**src/rtl/sample_accum_pkg.sv**
```systemverilog
// rtl/sample_accum_pkg.sv - shared defaults for the sample accumulator slice
package sample_accum_pkg;

    localparam int DTI_W_DATA_DEFAULT = 8;

endpackage

```
**src/rtl/sample_accum_if.sv**
```systemverilog
// rtl/sample_accum_if.sv - dti valid/ready stream interface with producer/consumer views
interface dti
    import sample_accum_pkg::*;
#(
    parameter int W_DATA = DTI_W_DATA_DEFAULT
) ();

    logic [W_DATA-1:0] data;
    logic              valid;
    logic              ready;

    modport producer (output data, output valid, input ready);
    modport consumer (input data, input valid, output ready);

endinterface

```
**src/rtl/sample_accum.sv**
```systemverilog
// rtl/sample_accum.sv - accumulates RATIO accepted beats, emits the shifted window sum
module sample_accum
    import sample_accum_pkg::*;
#(
    parameter int RATIO  = 4,
    parameter int SHIFT  = 2,
    parameter bit SIGNED = 1'b0
) (
    input  logic  clk,
    input  logic  rst,
    dti.consumer  din,
    dti.producer  dout
);

    localparam int W_DATA = $bits(din.data);
    localparam int W_ACC  = W_DATA + $clog2(RATIO);
    localparam int W_CNT  = (RATIO > 1) ? $clog2(RATIO) : 1;
    localparam logic [W_CNT-1:0] CNT_LAST = W_CNT'(RATIO - 1);

    logic [W_CNT-1:0]  cnt_q, cnt_d;
    logic [W_ACC-1:0]  acc_q, acc_d;
    logic [W_DATA-1:0] out_data_q, out_data_d;
    logic              out_valid_q, out_valid_d;
    logic [W_ACC-1:0]  sum;
    logic [W_ACC-1:0]  scaled;
    logic              in_hs, out_hs, final_beat;

    function automatic logic [W_ACC-1:0] ext(input logic [W_DATA-1:0] d);
        logic signed [W_ACC-1:0] s;
        logic        [W_ACC-1:0] u;
        s = W_ACC'($signed(d));
        u = W_ACC'(d);
        return SIGNED ? s : u;
    endfunction

    // The final beat may only enter when the output slot is empty or draining now.
    assign final_beat = (cnt_q == CNT_LAST);
    assign din.ready  = !final_beat || !out_valid_q || dout.ready;
    assign in_hs      = din.valid && din.ready;
    assign out_hs     = out_valid_q && dout.ready;

    assign sum    = acc_q + ext(din.data);
    assign scaled = SIGNED ? W_ACC'($signed(sum) >>> SHIFT) : (sum >> SHIFT);

    assign dout.data  = out_data_q;
    assign dout.valid = out_valid_q;

    always_comb begin
        cnt_d       = cnt_q;
        acc_d       = acc_q;
        out_data_d  = out_data_q;
        out_valid_d = out_valid_q;
        if (out_hs) begin
            out_valid_d = 1'b0;
        end
        // A result load overrides the drain so results stream without a bubble.
        if (in_hs) begin
            if (final_beat) begin
                out_data_d  = scaled[W_DATA-1:0];
                out_valid_d = 1'b1;
                acc_d       = '0;
                cnt_d       = '0;
            end else begin
                acc_d = sum;
                cnt_d = cnt_q + 1'b1;
            end
        end
    end

    always_ff @(posedge clk) begin
        if (rst) begin
            cnt_q       <= '0;
            acc_q       <= '0;
            out_data_q  <= '0;
            out_valid_q <= 1'b0;
        end else begin
            cnt_q       <= cnt_d;
            acc_q       <= acc_d;
            out_data_q  <= out_data_d;
            out_valid_q <= out_valid_d;
        end
    end

endmodule

```
**src/flat_wrapper.sv**
```systemverilog
// flat-port wrapper written by rule: the top's interface ports become plain ports
module sample_accum_flat import sample_accum_pkg::*;
#(
    parameter int RATIO  = 4,
    parameter int SHIFT  = 2,
    parameter bit SIGNED = 1'b0
)
  (clk, rst, din_data, din_valid, din_ready, dout_data, dout_valid, dout_ready);
  dti din_i ();
  dti dout_i ();
  input  logic clk;
  input  logic rst;
  input wire logic [$bits(din_i.data)-1:0] din_data;
  input wire logic [$bits(din_i.valid)-1:0] din_valid;
  output wire logic [$bits(din_i.ready)-1:0] din_ready;
  output wire logic [$bits(dout_i.data)-1:0] dout_data;
  output wire logic [$bits(dout_i.valid)-1:0] dout_valid;
  input wire logic [$bits(dout_i.ready)-1:0] dout_ready;
  assign din_i.data = din_data;
  assign din_i.valid = din_valid;
  assign din_ready = din_i.ready;
  assign dout_data = dout_i.data;
  assign dout_valid = dout_i.valid;
  assign dout_i.ready = dout_ready;
  sample_accum #(.RATIO(RATIO), .SHIFT(SHIFT), .SIGNED(SIGNED)) u_core (.clk(clk), .rst(rst), .din(din_i), .dout(dout_i));
endmodule
```
**config.mk**
```make
export PLATFORM = sky130hd
export DESIGN_NAME = sample_accum_flat
export DESIGN_NICKNAME = d
export VERILOG_FILES = /design/src/rtl/sample_accum_pkg.sv /design/src/rtl/sample_accum_if.sv /design/src/rtl/sample_accum.sv /design/src/flat_wrapper.sv
export SDC_FILE = /design/constraint.sdc
export NUM_CORES = 1
export LEC_CHECK = 0
export ABC_AREA = 1
export CAP_MARGIN = 20
export CELL_PAD_IN_SITES_DETAIL_PLACEMENT = 0
export CELL_PAD_IN_SITES_GLOBAL_PLACEMENT = 2
export CORE_MARGIN = 2
export CORE_UTILIZATION = 27
export CTS_BUF_LIST = sky130_fd_sc_hd__clkbuf_4 sky130_fd_sc_hd__clkbuf_8
export DETAILED_ROUTE_END_ITERATION = 10
export PLACE_DENSITY_LB_ADDON = 0.1
export SYNTH_ARGS = -nofsm -noshare
export SYNTH_HDL_FRONTEND = slang
export SYNTH_SLANG_ARGS = --single-unit
```
**constraint.sdc**
```tcl
create_clock -name clk -period 2 [get_ports clk]
set_clock_uncertainty 0.2 [all_clocks]
set_input_delay 0.5 -clock clk [delete_from_list [all_inputs] [get_ports clk]]
set_output_delay 0.5 -clock clk [all_outputs]
set_load 0.02 [all_outputs]
```
[Word level (Yosys, flattened, before mapping)]
Index checks and enable logic that the tools add are counted.
W data, S select, Z words.
Word-level totals
  memory bits (writable): 0
  memories kept: 0
  latch bits: 0
  ROM bits: 0
  register bits: 21
  logic and storage cells: 19
Operators by class
  equal/unequal tests: 1
  div/mod/pow operators: 0
  reduce and logical (&&, ||, !) cells: 7
  shift operators: 0
  multiply operators: 0
  mux-type cells: 5
  $add $sub $neg: 2
  $lt $le $gt $ge: 0
  bitwise gates (word level): 0
Operators with widths (number)
  $add A10 B8 Y10: 1
  $mux W10: 1
  $mux W1: 3
  $add A2 B1 Y2 const B: 1
  $eq A2 B2 Y1 const B: 1
  $logic_and A1 B1 Y1: 2
  $logic_not A1 Y1: 2
  $logic_or A1 B1 Y1: 2
  $mux W2: 1
  $reduce_and A2 Y1: 1

[Depth between registers and ports, before layout]
  word-level depth: 6
  depth in mapped cells: 12
  gate-level depth less buffers: 12

[Worst setup path before layout]
Ideal clock, no wire load.
  path kind: input port to flip-flop
  start point: input din_data[0]
  end point: register u_core.out_data_q[4] (netlist: u_core.dout.data[4])
  stages on the path: 10
  arrival: 1663 ps
  required time: 1684 ps
  buffers on the path: 0
  path slack: 21 ps
  cell sequence: ha_1 -> fa_1 -> nand3_1 -> nand2_1 -> nand2_1 -> nand3b_1 -> nand2_1 -> nand2_1 -> o211ai_1 -> inv_1
Between the ends
  word-level cells in the longest chain between the ends: 1
RTL lines
  start, declared: line flat_wrapper.sv:13  | input wire logic [$bits(din_i.data)-1:0] din_data;
  $add A10 B8 Y10: line sample_accum.sv:42  | assign sum = acc_q + ext(din.data);
  end signal, assigned: line sample_accum.sv:79  | out_data_q <= out_data_d;
  end, declared: line sample_accum.sv:22  | logic [W_DATA-1:0] out_data_q, out_data_d;
Every way passes these cells.
A chain may end at the register's enable or synchronous reset.

[Final worst setup path]
  start point: input dout_ready
  end point: output din_ready
Between the ends
  word-level cells in the longest chain between the ends: 1
RTL lines
  start, declared: line flat_wrapper.sv:18  | input wire logic [$bits(dout_i.ready)-1:0] dout_ready;
  $logic_or A1 B1 Y1: line sample_accum.sv:38  | assign din.ready = !final_beat || !out_valid_q || dout.ready;
  end, declared: line flat_wrapper.sv:15  | output wire logic [$bits(din_i.ready)-1:0] din_ready;
Every way passes these cells.

==> metrics.txt <==
fill cell count=roughly 460; top_reg_cell synth=dfxtp_1; Top Layer Used=met4; largest net degree at the start of global routing=14; FF-to-FF Start=u_core.acc_q[0]; Final min period=1950 ps; final setup violating endpoints=0; vias per cell=about 4.5; met2 WL=1.52 mm; CTS tree=yes; area of the core=4350 um^2; syn_area_per_cell=7.11 um^2; Die Y=71.3 um; RSZ-0062 raised after global routing=false; Synth warnings=0; final-report hold violation count=0; routed wire length=3.22 mm; final worst-path cycle share=97.7%; Cells on Worst Hold Path=2; Initial Util=28.1%; starting DRC count in detailed routing=24; Worst Path Required=1300 ps; syn nets=194; Seq/Total Area, Yosys=between 30% and 40%; f_max=512 MHz; Clock Tree Root=clkbuf_8; Peak VDD IR=247 uV; maxcap violations=0; antenna-violating nets left=0; Max transition margin=80.8%; Hold EP=u_core.dout.data[0]; first drt pass iteration count=5; Netlist cell types=27; Std-Cell Rows=24; first-pass GRT wire length=5.35 mm; Post-CTS Hold Buffers=0; crit path kind=input port to primary output; worst reg-to-reg path cell count=10; setup TNS=0 ps; total number of vias=between 1000 and 1500; initial antenna violation count=0; dpl hpwl=around 2.4 mm; M1 WL=1.55 mm; clock buffer depth=2; number of buffers inserted by port buffering=21; PD cells=625 nW/um^2; Netlist Area Pre-Place=~1200 um^2; clock slew at the register clock pins of the worst setup and hold paths=~80 ps; Worst EP arrival=1250 ps; CTS H-tree depth=1; hold crit path type=register to register; Tot Pwr=1130 uW; Crit. End Element=primary output; TritonCTS Buffers=3; met3 wire len=108 um; # IOs=22; final RePlAce weighted congestion=0.728; CP max FO=2; Layout Nets=236; r2r setup slk=240 ps; die area=5090 um^2; # diodes=0; ys async rst share=0%; die width=71.3 um; share of cells above drive strength 1=24.9%; min-delay src=u_core.dout.data[0]; outcome=completed; Leak=0.000872 uW; Global Route Usage Sum=13.5%; Clock Sinks=21; worst skew pair latency=approximately 270 ps; Area growth syn-to-layout=47.3%; EDFF count, synth=0; vias in the first global route=1161; Synth Instances=172; capturing point of the worst reg2reg path=u_core.dout.data[4]; FF+latch count, synth=21; wire per inst=roughly 12 um; drc violations=0; Max Slew Vio Count=0; CP Launch Type=input port; measured slew at the worst slew-check pin=288 ps; GRT Residual Overflow=0
[flip-flops by register name, summed over array words and instances, names as in the netlist]
name	count
u_core.acc_q	10
u_core.dout.data	8
u_core.cnt_q	2
u_core.dout.valid	1
[worst max-delay path: stages]
cell             delay, ps
clkdlybuf4s50_1        420
nor2_2                 120
nand2_2                 60
buf_2                  160
[Yosys cell counts, types with 3 or more instances]
library cell / instances / area share (%)
nand2_1: 56 / 17
inv_1: 17 / 5.2
o21a_1: 5 / 3.1
o21ai_0: 3 / 1.2
nand3_1: 11 / 4.5
a21oi_1: 14 / 5.7
nand3b_1: 3 / 1.8
ha_1: 9 / 9.2
xor2_1: 3 / 2.1
dfxtp_1: 21 / 34
nor2_1: 10 / 3.1
[layout by cell type, fill, tap and decap left out, types with 3 or more instances in the layout]
master	n
ha_4	6
nand3_1	8
o21ai_0	3
dfxtp_1	21
nand2_2	6
a21oi_1	13
o21a_1	5
clkbuf_8	3
nand2_4	3
clkdlybuf4s50_1	12
inv_1	16
nor2_1	9
dlygate4sd2_1	4
xor2_1	3
dlymetal6s2s_1	4
nand3b_1	3
nand2_1	50
nand3_2	3
buf_4	20
[power by group]
part / switching, uW / total, uW / internal, uW
Sequential: 25.0 / 471 / 446
Clock: 153 / 292 / 139
Combinational: 185 / 363 / 178
[stage by stage]
stage / setup WS [ps] / util [%] / area (um^2) / instances / hold slack [ps]
floorplan: 20.7 / - / 1220 / 172 / 240
global placement: -480 / 37.1 / 1620 / 260 / 257
detailed placement: -502 / 37.1 / 1620 / 260 / 266
CTS: 1.63 / 40.5 / 1760 / 265 / 282
global route: 9.13 / 41.4 / 1800 / 265 / 314
finish: 46.7 / 41.4 / 1800 / 265 / 277
[logic make-up (layout without fill, tap and decap cells)]
family	count (synthesis)	count (layout)	synth area share (%)
simple gates	85	85	30.0
compound gates	30	30	14.6
buf+inv	23	64	8.08
flops	21	21	34.4
fa+ha+maj	10	10	10.8
xor+xnor	3	3	2.15
[layout make-up]
| cell class | count | area, um^2 | area share (%) |
|---|---|---|---|
| well taps | 52 | 65.1 | 3.61 |
| inverters | 19 | 73.8 | 4.09 |
| clock buffers | 3 | 41.3 | 2.29 |
| clock inverters | 1 | 5.00 | 0.278 |
| repair buffers | 41 | 360 | 20.0 |
| multi-input cells | 128 | 837 | 46.4 |
| flip-flops and latches | 21 | 420 | 23.3 |
[layer usage]
metal | up-vias | GRT usage (%)
met5 | - | 0
met3 | 4 | 2.67
met1 | 533 | 18.2
li1 | 638 | -
met4 | 0 | 4.40
met2 | 20 | 21.6
[worst max path at each step]
stage                                to  cells after the start        start
finish                        din_ready                      4   dout_ready
global route                  din_ready                      4   dout_ready
CTS                 u_core.dout.data[5]                     10  din_data[1]
detailed placement  u_core.dout.data[4]                     11  din_data[0]
global placement    u_core.dout.data[4]                     11  din_data[0]
floorplan           u_core.dout.data[4]                     10  din_data[0]
[timing repair]
item	CTS	global route
resized for setup	25	11
cloned	0	0
endpoints found under the setup margin	16	14
setup buffers	1	0
pin swaps	11	5
(Power assumes the default switching activity.)
